[src/rtl/reg_dump_reader.sv]
// -----------------------------------------------------------------------------
// reg_dump_reader
//
// Walks a contiguous, wrapping range of register-file addresses and streams
// each register out over a valid/ready interface as an (address, data) pair.
// Each word takes two cycles. In FETCH the register file is read and the
// result is snapshotted. In SEND the snapshot is held until the sink accepts
// it. After the last word is accepted, Done pulses for one cycle.
//
// Ports
//   Clk        : clock, all state updates on the rising edge
//   Reset      : asynchronous, active-high reset
//   Start      : begin a dump (only looked at while idle)
//   Abort      : cancel a dump in progress, returning to idle
//   FirstAddr  : first register to dump, captured with Start
//   LastAddr   : last register to dump (inclusive), captured with Start
//   RaddrA     : register-file read address (zero except while fetching)
//   RdData     : combinational register-file read data for RaddrA
//   OutData    : dumped word (registered snapshot)
//   OutAddr    : register index of OutData
//   OutValid   : OutData/OutAddr valid
//   OutReady   : sink accepts the current word
//   Busy       : a dump is in progress
//   Done       : one-cycle pulse after the final word is accepted
// -----------------------------------------------------------------------------
module reg_dump_reader #(
  parameter int W = 8,
  parameter int D = 3
) (
  input  logic         Clk,
  input  logic         Reset,
  input  logic         Start,
  input  logic         Abort,
  input  logic [D-1:0] FirstAddr,
  input  logic [D-1:0] LastAddr,
  output logic [D-1:0] RaddrA,
  input  logic [W-1:0] RdData,
  output logic [W-1:0] OutData,
  output logic [D-1:0] OutAddr,
  output logic         OutValid,
  input  logic         OutReady,
  output logic         Busy,
  output logic         Done
);

  typedef enum logic [1:0] {
    IDLE  = 2'd0,
    FETCH = 2'd1,
    SEND  = 2'd2,
    FIN   = 2'd3
  } state_t;

  state_t       state;
  state_t       state_next;
  logic [D-1:0] cur_addr;
  logic [D-1:0] last_addr;
  logic         at_last;
  logic         start_ok;

  // The range is inclusive and may wrap, so the end of the dump is found by
  // equality with the captured last address rather than by a word count.
  assign at_last  = (cur_addr == last_addr);
  assign start_ok = Start && !Abort;

  // ---------------------------------------------------------------------------
  // State register
  // ---------------------------------------------------------------------------
  // NOTE: sequential blocks use non-blocking assignments so every register
  // samples the values that existed before the clock edge.
  always_ff @(posedge Clk or posedge Reset) begin
    if (Reset) begin
      state <= IDLE;
    end else begin
      state <= state_next;
    end
  end

  // ---------------------------------------------------------------------------
  // Next-state logic. Abort overrides everything once a dump is under way,
  // including a handshake in the same cycle.
  // ---------------------------------------------------------------------------
  always_comb begin
    // NOTE: default assignment first so every path drives state_next and no
    // latch is inferred.
    state_next = state;
    if (Abort && (state != IDLE)) begin
      state_next = IDLE;
    end else begin
      case (state)
        IDLE:    if (start_ok) state_next = FETCH;
        FETCH:   state_next = SEND;
        SEND:    if (OutReady) state_next = at_last ? FIN : FETCH;
        FIN:     state_next = IDLE;
        default: state_next = IDLE;
      endcase
    end
  end

  // ---------------------------------------------------------------------------
  // Address counter and output snapshot
  // ---------------------------------------------------------------------------
  always_ff @(posedge Clk or posedge Reset) begin
    if (Reset) begin
      cur_addr  <= '0;
      last_addr <= '0;
      OutData   <= '0;
      OutAddr   <= '0;
    end else begin
      case (state)
        IDLE: begin
          if (start_ok) begin
            cur_addr  <= FirstAddr;
            last_addr <= LastAddr;
          end
        end
        FETCH: begin
          // The snapshot is taken here and held through SEND, so writes to the
          // register file while the sink stalls do not disturb OutData.
          if (!Abort) begin
            OutData <= RdData;
            OutAddr <= cur_addr;
          end
        end
        SEND: begin
          // The increment wraps naturally modulo 2**D.
          if (!Abort && OutReady && !at_last) begin
            cur_addr <= cur_addr + D'(1);
          end
        end
        default: ;
      endcase
    end
  end

  // ---------------------------------------------------------------------------
  // Outputs decoded from the state register
  // ---------------------------------------------------------------------------
  always_comb begin
    Busy     = (state != IDLE);
    OutValid = (state == SEND);
    Done     = (state == FIN);
    RaddrA   = (state == FETCH) ? cur_addr : '0;
  end

endmodule

[config.mk]
export PLATFORM = sky130hd
export DESIGN_NAME = reg_dump_reader
export DESIGN_NICKNAME = d
export VERILOG_FILES = /design/src/rtl/reg_dump_reader.sv
export SDC_FILE = /design/constraint.sdc
export NUM_CORES = 1
export LEC_CHECK = 0
export CORE_MARGIN = 2
export CORE_UTILIZATION = 47
export CTS_BUF_LIST = sky130_fd_sc_hd__clkbuf_8
export CTS_CLUSTER_DIAMETER = 120
export CTS_CLUSTER_SIZE = 8
export DETAILED_ROUTE_END_ITERATION = 8
export HOLD_SLACK_MARGIN = 0.05
export PLACE_DENSITY = 0.86
export SYNTH_ARGS = -nofsm -noshare
export SYNTH_HDL_FRONTEND = slang
export SYNTH_SLANG_ARGS = --single-unit
[constraint.sdc]
create_clock -name Clk -period 4.4 [get_ports Clk]
set_input_delay 0.88 -clock Clk [delete_from_list [all_inputs] [get_ports Clk]]
set_output_delay 0.88 -clock Clk [all_outputs]
set_load 0.1 [all_outputs]
Word level (Yosys, flattened, before mapping)
Cells that the tools add are included.
Operators by class
  add/sub/neg operators: 1
  equality and inequality tests: 8
  mux-type cells: 9
  bitwise gates (word level): 1
  reduce and logical (&&, ||, !) cells: 13
Operator list (count)
  $mux 3: 3
  $mux 2: 4
  $pmux 2 s4: 1
  $pmux 3 s2: 1
  $reduce_and 2->1: 3
  $eq 2x2->1 const B: 2
  $logic_and 1x1->1: 4
  $reduce_bool 2->1: 2
  $add 3x1->3 const B: 1
  $eq 3x3->1: 1
  $ne 3x1->1 const B: 1
  $ne 3x3->1 const B: 1
  $reduce_and 3->1: 1
  $eq 2x1->1 const B: 1
  $logic_not 1->1: 2
  $logic_not 2->1: 1
  $ne 2x1->1 const B: 1
  $ne 2x2->1 const B: 1
  $not 1->1: 1
Storage, ports and cells
  flip-flop bits (word level): 19
  input bits: 19
  output and inout bits: 17
  word-level logic and storage cells: 37

Depth between registers and ports, before layout
Gate-level depths: netlist (run 1).
  depth after elaboration: 5
  gate-level depth with buffers: 5
  gate-level depth less buffers: 5

Least setup slack after synthesis (run 1)
OpenSTA, ideal clock, no wires.
  kind: register -> output
  from: register state[1]
  to: output RaddrA[0]
  arrival: 1.358 ns
  slack: 2.162 ns
  cell stages (with the launch flop): 3
  buffers on the path: 0
  path through: dfrtp_1 -> nor2b_2 -> and2_1
Between the ends
  cells in the longest elaborated chain, start to end: 2
Ends and longest elaborated chain
  from (decl): line 53  | state_t state;
  from (signal assigned): line 74  | state <= state_next;
  $eq 2x1->1: line 142  | RaddrA = (state == FETCH) ? cur_addr : '0;
  $mux 3: line 142
  to (decl): line 36  | output logic [D-1:0] RaddrA,
No other way between the ends.

Worst setup path after layout (run 1)
Ends and elaborated chain as after synthesis.

==> results of run 1 <==
per-layer routing:
metal | up-vias | routed length, um | part of all wire (%)
met5 | - | 0 | 0
met4 | 0 | 21 | 1.2
met3 | 4 | 68 | 3.8
met2 | 16 | 909 | 51
met1 | 302 | 775 | 44
li1 | 318 | - | -
power by group through the flow:
stage | Sequential, mW | Clock [mW] | Combinational, mW
after floorplan | 0.553 | 0 | 0.140
after global placement | 0.275 | 0 | 0.543
after detailed placement | 0.278 | 0 | 0.549
after CTS | 0.275 | 0.119 | 0.550
after global routing | 0.283 | 0.129 | 0.569
final | 0.274 | 0.116 | 0.547
logic make-up after synthesis:
family                   after synthesis
AO/OA/AOI/OAI                         10
XOR/XNOR                               3
adder cells (fa/ha/maj)                1
buffers and inverters                  3
flip-flops                            19
multiplexers                          15
AND/OR/NAND/NOR                       17
registers in the layout, indices dropped and copies added (netlist names):
name       count
last_addr      3
OutData        8
OutAddr        3
cur_addr       3
state          2
cells in the final DEF (no fill, tap or decap):
master and n:
clkdlybuf4s50_1 35, dfrtp_1 19, mux2_2 14, nand2_1 4
and2_1 4, xnor2_1 3, inv_1 3, clkbuf_8 3
a21oi_1 2, nor2b_2 1, and2b_1 1, nand2b_2 1
nor2_2 1, nor4b_4 1, a21o_1 1, nand3_1 1
a32oi_1 1, a31oi_2 1, o21bai_1 1, o2bb2ai_1 1
mux2_1 1, or2_2 1, nor3b_1 1, nand2b_1 1
a41o_1 1, o21ai_0 1, o21ba_2 1, ha_1 1
worst reg2reg max path: stages, from the launching register on:
cell,delay [ps]
dfrtp_1,450
nor2b_2,210
and2b_1,430
mux2_2,390
path summary, 6_finish.rpt:
path / start / to / slack [ps] / cells past startpoint
max in group asynchronous: Reset / OutData[0]$_DFFE_PP0P_ / 2930 / 2
worst min-delay path: OutData[4]$_DFFE_PP0P_ / OutData[4]$_DFFE_PP0P_ / 510 / 1
worst max register to register: state[1]$_DFFE_PP0P_ / OutData[2]$_DFFE_PP0P_ / 2810 / 3
min in group asynchronous: Reset / OutData[5]$_DFFE_PP0P_ / 1030 / 2
worst max-delay path: state[1]$_DFFE_PP0P_ / RaddrA[0] / 1340 / 3
worst min register to register: OutData[4]$_DFFE_PP0P_ / OutData[4]$_DFFE_PP0P_ / 510 / 1
layout make-up:
cell class / count / area [um^2] / area share [%]
well taps: 25 / 31.3 / 2.37
clock buffers: 3 / 41.3 / 3.13
flip-flops and latches: 19 / 475 / 36.1
inverters: 2 / 7.51 / 0.570
repair buffers: 35 / 350 / 26.6
clock inverters: 1 / 3.75 / 0.285
multi-input cells: 46 / 408 / 31.0
metrics by stage:
stage,worst slack [ps],util [%],area [um^2]
5_1_grt,1220,74.7,1320
4_1_cts,1320,74.7,1320
3_5_place_dp,1600,72.1,1270
6_report,1340,74.7,1320
2_1_floorplan,2160,-,898
3_3_place_gp,1610,72.1,1270
==> run_results.csv, run 1 <==
group,metric,value,unit
status,status,"completed",
worst_setup_path,cp.buffers_inverters,1,
synth,synth_area_leaders,"dfrtp_1 53%, mux2_2 18%, xnor2_1 2.9%",
clock_tree,cts_resized,0,
synth,synthAdderAreaFrac,1.39,%
grt,use_met3,6.42,%
pwr,power.share.switching,52.3,%
timing,worst_pin_slew,978,ps
pwr,power.switching,0.490,mW
grt,grt_max_degree,20,
grt,gr-total-overflow,0,
synth,synth_fp_nets,88,
routing,drc_errors,0,
synth,yosysTopAreaCell,"dfrtp_1",
synth,synth-simple-area-share,13.4,%
synth,synth_top_family_by_area,"multiplexers",
clock_tree,cts_setup_buffers,0,
grt,grt_pass1_wl,2810,um
synth,netlist_instances,68,
die,core_area,0.00176,mm^2
placement,dpl.cell_count,127,
worst_setup_path,crit_type,"register to output pin",
finish,layout.cells.non_filler,131,
worst_setup_path,cp.required,3520,ps
grt,grt_usage,18.3,%
synth,ys_top_cells_by_count,"19 x dfrtp_1, 14 x mux2_2, 4 x and2_1, 4 x nand2_1, 3 x xnor2_1",
routing,dr.pass1.iters,2,
timing,rsz0062_at_grt,"no",
finish,fin_nets,127,
synth,ys.flop_type,"dfrtp_1",
worst_setup_path,slowest_delay,1130,ps
finish,drive_gt1_share,22.6,%
routing,dr.first_iter.drc_count,1,
finish,syn_to_final_growth,46.7,%
synth,synth_xor_area_share,2.92,%
routing,ant_nets,0,
timing,relSlewSlack,34.6,%
grt,globalRouteMet2Util,30.1,%
pwr,intPower,0.447,mW
routing,totalWireLength,1780,um
timing,min_period,3060,ps
worst_setup_path,path_cells,"nor2b_2 > and2_1 > clkdlybuf4s50_1",
grt,grt_use_met1,21.4,%
pwr,ir_worst_vdd,0.000579,V
timing,hold_ws,507,ps
clock_tree,cts_root_buffer,"clkbuf_8",
pwr,power_leakage,0.562,nW
worst_setup_path,path_max_fanout,5,
clock_tree,clockBufferDepth,2,
clock_tree,cts_buffers,3,
die,dieArea,0.00228,mm^2
routing,vias,640,
die,fp-row-count,15,
clock_tree,hold_buffers,0,
routing,avgRoutedWirePerCell,13.5,um
pwr,pwr-share-comb,58.4,%
finish,num_antenna_cells,0,
clock_tree,clk_pin_slew_worst_paths,70,ps
synth,ys_seq_elements,19,
worst_setup_path,endpoint_kind,"output pin",
timing,setup_viol,0,
placement,hpwl,1380,um
worst_setup_path,cpMaxStageDelayCell,"clkdlybuf4s50_1",
timing,period_share,69.6,%
clock_tree,htree_num_levels,1,
timing,slew_viol_final,0,
synth,synth_edf_count,0,
synth,synth_most_common_cell,"dfrtp_1",
timing,hold_violations,0,
synth,synth_warnings,0,
timing,fin_skew,1.12,ps
job,max_cap_violations,0,
timing,fmax,0.327,GHz
pwr,clkPwrFrac,12.4,%
synth,synth_compound_area_share,8.91,%
synth,seq_area_frac_synth,52.9,%
synth,synth_top_area_share,52.9,%
worst_hold_path,hold_class,"register to register",
grt,gr-max-usage-layer,"met2",
worst_setup_path,critPathLaunchType,"register",
synth,synth_area,898,um^2
grt,grt_antenna_before_repair,0,
die,die_h,47.7,um
synth,synth.avg_cell_area,13.2,um^2
worst_setup_path,cp.arrival,2180,ps
placement,gp_congestion,0.733,
routing,viasPerCell,4.89,
synth,ys_types,27,
clock_tree,cts_tree,"done",
die,dieWidth,47.7,um
die,io_pins,36,
clock_tree,cts.sinks,19,
finish,fill_cells,129,
pwr,finalPower,0.937,mW
timing,tns,0,ps
worst_setup_path,critPathTopFamily,"buffers and inverters",
clock_tree,clkLatencyLatePin,250,ps
pwr,power_density,711,mW/mm^2
placement,portBuffers,35,
synth,async_flop_share,100,%
grt,grt_pass1_vias,653,
synth,synthMuxAreaShare,18.8,%
die,initial_utilization,50.9,%
pwr,p_seq_share,29.2,%
Power figures use the tool's default switching activity.
==> run 2: changes to the inputs <==
- CORE_UTILIZATION: 47 -> 44
- PLACE_DENSITY: 0.86 -> 0.81
- clock period: 4.4 -> 2.9 ns (I/O delays scaled with it)
==> run_results.csv, run 2 (synthesis results as in run 1) <==
group,metric,value,unit
clock_tree,clockBufferDepth,2,
timing,relSlewSlack,53.9,%
worst_setup_path,rr_startpoint,"state[0]$_DFFE_PP0P_",
worst_setup_path,crit_start,"state[0]$_DFFE_PP0P_",
worst_setup_path,r2r-end,"OutData[5]$_DFFE_PP0P_",
status,status,"completed",
routing,drc_errors,0,
grt,grt_antenna_before_repair,0,
timing,worst_pin_slew,690,ps
timing,rsz0062_at_grt,"no",
grt,grt_pass1_vias,625,
finish,layout.cells.non_filler,133,
timing,period_share,67.0,%
worst_setup_path,rrSetupSlack,1300,ps
grt,grt_usage,15.5,%
worst_setup_path,cp.arrival,1360,ps
worst_hold_path,hold_class,"register to register",
worst_setup_path,path_max_fanout,7,
pwr,ir_worst_vdd,0.000737,V
finish,final_cell_mix,"19 x dfrtp_1, 18 x clkdlybuf4s50_1, 17 x buf_4",
clock_tree,cts_tree,"done",
routing,ant_nets,0,
finish,largest_reg_flops,8,
timing,fmax,0.515,GHz
die,fp-row-count,16,
die,initial_utilization,46.3,%
timing,hold_violations,0,
die,dieWidth,49.2,um
placement,dpl.cell_count,129,
worst_setup_path,rr_worst_depth,3,
timing,tns,0,ps
job,max_cap_violations,0,
worst_setup_path,endpoint_kind,"output pin",
grt,gr-total-overflow,0,
placement,gp_congestion,0.756,
clock_tree,hold_buffers,0,
finish,num_antenna_cells,0,
clock_tree,cts_setup_buffers,0,
worst_hold_path,min_path_cells,1,
finish,final_common_cell,"dfrtp_1",
routing,dr.first_iter.drc_count,1,
timing,hold_ws,510,ps
grt,grt_pass1_wl,2730,um
routing,viasPerCell,4.94,
worst_setup_path,critPathLaunchType,"register",
routing,dr.pass1.iters,3,
timing,setup_viol,0,
routing,avgRoutedWirePerCell,12.9,um
placement,portBuffers,35,
worst_setup_path,crit_type,"register to output pin",
finish,top_register,"OutData",
routing,vias,657,
clock_tree,htree_num_levels,1,
finish,fill_cells,156,
die,core_area,0.00194,mm^2
die,die_h,49.2,um
timing,slew_viol_final,0,
finish,drive_gt1_share,39.6,%
clock_tree,cts.sinks,19,
die,io_pins,36,
placement,place_area,0.00123,mm^2
clock_tree,clkLatencyLatePin,260,ps
clock_tree,cts_buffers,3,
timing,min_period,1940,ps
routing,totalWireLength,1710,um
finish,syn_to_final_growth,42.3,%
finish,fin_nets,127,
pwr,power_density,1100,mW/mm^2
clock_tree,clk_pin_slew_worst_paths,70,ps
timing,fin_skew,3.62,ps
worst_setup_path,cp-endpoint,"OutValid",
clock_tree,cts_root_buffer,"clkbuf_8",
finish,final_cell_area,0.00128,mm^2
die,dieArea,0.00242,mm^2
grt,grt_max_degree,20,
worst_setup_path,cp.required,2320,ps
clock_tree,cts_resized,0,
pwr,power_leakage,0.583,nW
run 2: changes by cell type in the layout (fill, tap and decap cells not counted), sizes merged:
cell | previous run | this run
buf | 0 | 17
clkdlybuf4s50 | 35 | 18
clkinv | 0 | 1
inv | 3 | 2
run 2: layout make-up:
class,instances,area (um^2),share of cell area [%]
flip-flops and latches,19,475,37.2
repair buffers,35,308,24.1
clock inverters,1,5.00,0.391
well taps,27,33.8,2.64
inverters,2,7.51,0.587
multi-input cells,46,408,31.9
clock buffers,3,41.3,3.23
run 2: worst min path at each step:
stage                                  start                        to  slack [ps]
CTS                   OutData[7]$_DFFE_PP0P_    OutData[7]$_DFFE_PP0P_         510
finish                OutData[7]$_DFFE_PP0P_    OutData[7]$_DFFE_PP0P_         510
global route          OutData[7]$_DFFE_PP0P_    OutData[7]$_DFFE_PP0P_         520
detailed placement    OutData[7]$_DFFE_PP0P_    OutData[7]$_DFFE_PP0P_         500
global placement      OutData[7]$_DFFE_PP0P_    OutData[7]$_DFFE_PP0P_         490
floorplan           last_addr[0]$_DFFE_PP0P_  last_addr[0]$_DFFE_PP0P_         500
run 2: critical path, stage by stage (launching register included):
cell      delay [ps]
dfrtp_1          430
nand2b_2         260
inv_1            120
buf_4            290
run 2: metal layers:
metal / track usage (%) / up-vias / wire, um / share of wire (%)
li1: - / 315 / - / -
met1: 17.7 / 319 / 704 / 41
met2: 25.2 / 18 / 876 / 51
met3: 6.44 / 5 / 102 / 6.0
met4: 7.14 / 0 / 30 / 1.8
met5: 0 / - / 0 / 0
run 2: power breakdown:
group	switching (mW)	total, mW	internal, mW
Clock	0.0893	0.185	0.0956
Combinational	0.592	0.801	0.209
Sequential	0.0689	0.420	0.351
Total	0.751	1.41	0.656
run 2: stage by stage:
stage          total power [mW]  util (%)  worst slack, ps
5_1_grt                    1.46      65.9              874
2_1_floorplan              1.05         -              962
3_5_place_dp               1.23      63.5              768
6_report                   1.41      65.9              957
3_3_place_gp               1.22      63.5              787
4_1_cts                    1.42      65.9              938
==> run 3: changes to the inputs <==
- CORE_UTILIZATION: 44 -> 40
- PLACE_DENSITY: 0.81 -> 0.78
- clock period: 2.9 -> 1.7 ns (I/O delays scaled with it)
==> run_results.csv, run 3 (synthesis results as in run 1) <==
group,metric,value,unit
status,status,"completed",
routing,vias,679,
clock_tree,clockBufferDepth,2,
finish,syn_to_final_growth,72.6,%
routing,avgRoutedWirePerCell,14.6,um
timing,worst_pin_slew,260,ps
finish,fin_nets,133,
pwr,ir_worst_vdd,0.00132,V
grt,grt_antenna_before_repair,0,
worst_setup_path,cp.required,1360,ps
worst_setup_path,endpoint_kind,"output pin",
die,dieArea,0.00264,mm^2
die,io_pins,36,
routing,totalWireLength,2040,um
clock_tree,clkLatencyLatePin,260,ps
clock_tree,cts.sinks,19,
die,core_area,0.00217,mm^2
grt,gr-total-overflow,0,
finish,multiInputGateArea,408,um^2
worst_setup_path,path_max_fanout,7,
finish,regArea,477,um^2
worst_setup_path,cp.arrival,1290,ps
clock_tree,cts_buffers,3,
worst_setup_path,rr_worst_depth,4,
clock_tree,hold_buffers,0,
clock_tree,clk_pin_slew_worst_paths,70,ps
routing,viasPerCell,4.85,
grt,grt_usage,19.3,%
routing,ant_nets,0,
worst_setup_path,crit_type,"register to output pin",
timing,tns,0,ps
finish,top_register,"OutData",
placement,hpwl,1660,um
grt,grt_pass1_wl,3640,um
pwr,power_density,1810,mW/mm^2
placement,portBuffers,35,
grt,grt_max_degree,20,
finish,largest_reg_flops,8,
timing,fmax,0.612,GHz
job,max_cap_violations,0,
timing,relSlewSlack,82.6,%
routing,dr.pass1.iters,2,
die,die_h,51.4,um
die,dieWidth,51.4,um
timing,hold_violations,0,
routing,dr.first_iter.drc_count,1,
finish,layout.cells.non_filler,140,
placement,gp_congestion,0.870,
worst_setup_path,critPathLaunchType,"register",
finish,num_antenna_cells,0,
timing,fin_skew,2.72,ps
grt,grt_pass1_vias,772,
worst_hold_path,hold_class,"input pin to asynchronous set/reset pin",
timing,setup_viol,0,
worst_setup_path,r2r-end,"cur_addr[1]$_DFFE_PP0P_",
pwr,power_leakage,0.682,nW
worst_setup_path,rr_startpoint,"cur_addr[1]$_DFFE_PP0P_",
clock_tree,cts_setup_buffers,0,
finish,final_cell_mix,"18 x dfrtp_1, 18 x clkdlybuf4s50_1, 18 x buf_12",
timing,rsz0062_at_grt,"no",
timing,period_share,96.2,%
die,initial_utilization,41.4,%
timing,slew_viol_final,0,
finish,drive_gt1_share,42.9,%
routing,drc_errors,0,
worst_setup_path,rrSetupSlack,110,ps
die,fp-row-count,17,
placement,dpl.cell_count,136,
clock_tree,cts_tree,"done",
clock_tree,cts_root_buffer,"clkbuf_8",
clock_tree,htree_num_levels,1,
timing,min_period,1630,ps
finish,fill_cells,171,
## run 3: layout make-up
type / count / area share (%)
clock buffer: 3 / 2.66
clock inverter: 1 / 0.242
inverter: 2 / 0.484
multi-input combinational: 46 / 26.3
sequential: 19 / 30.8
tap: 28 / 2.26
timing repair buffer: 41 / 37.3
## run 3: power breakdown
part	switching, mW	leakage, nW	internal [mW]
logic	1.07	0.426	0.678
registers	0.155	0.229	0.601
clock network	0.146	0.0269	0.161
total	1.37	0.682	1.44
## run 3: metrics by stage
stage / hold slack, ps / area, um^2 / util, % / power, mW / worst slack (ps)
after floorplan: 291 / 898 / - / 1.79 / 2.39
after global placement: 512 / 1500 / 69.3 / 2.48 / -43.6
after detailed placement: 520 / 1500 / 69.3 / 2.52 / -110
after CTS: 398 / 1550 / 71.4 / 2.83 / 49.4
after global routing: 423 / 1550 / 71.5 / 2.92 / 11.0
final: 395 / 1550 / 71.5 / 2.81 / 65.1
## run 3: routing by layer
metal	part of all wire [%]	track usage, %	up-vias
li1	-	-	325
met1	40	22.1	324
met2	51	32.9	27
met3	7.3	6.43	3
met4	1.3	7.46	0
met5	0	0	-
## run 3: worst max-delay path, stage by stage, from the launching register on
cell      delay [ps]
dfrtp_2          440
nand2b_2         250
inv_1            160
buf_12           190
## run 3: timing repair
action                                  in CTS  in global routing
gates resized for setup                      0                  1
endpoints found under the hold margin        0                  0
endpoints found under the setup margin       0                  3
## run 3: worst max-delay path by stage
stage                               startpoint                        to  slack (ps)  cells after the start
after detailed placement                 Abort  last_addr[2]$_DFFE_PP0P_        -110                      4
after global routing      state[1]$_DFFE_PP0P_                 RaddrA[0]          10                      3
final                     state[0]$_DFFE_PP0P_                  OutValid          70                      3
after floorplan           state[1]$_DFFE_PP0P_                 RaddrA[0]           2                      2
after global placement                   Abort  last_addr[0]$_DFFE_PP0P_         -40                      4
after CTS                 state[0]$_DFFE_PP0P_                 RaddrA[0]          50                      3
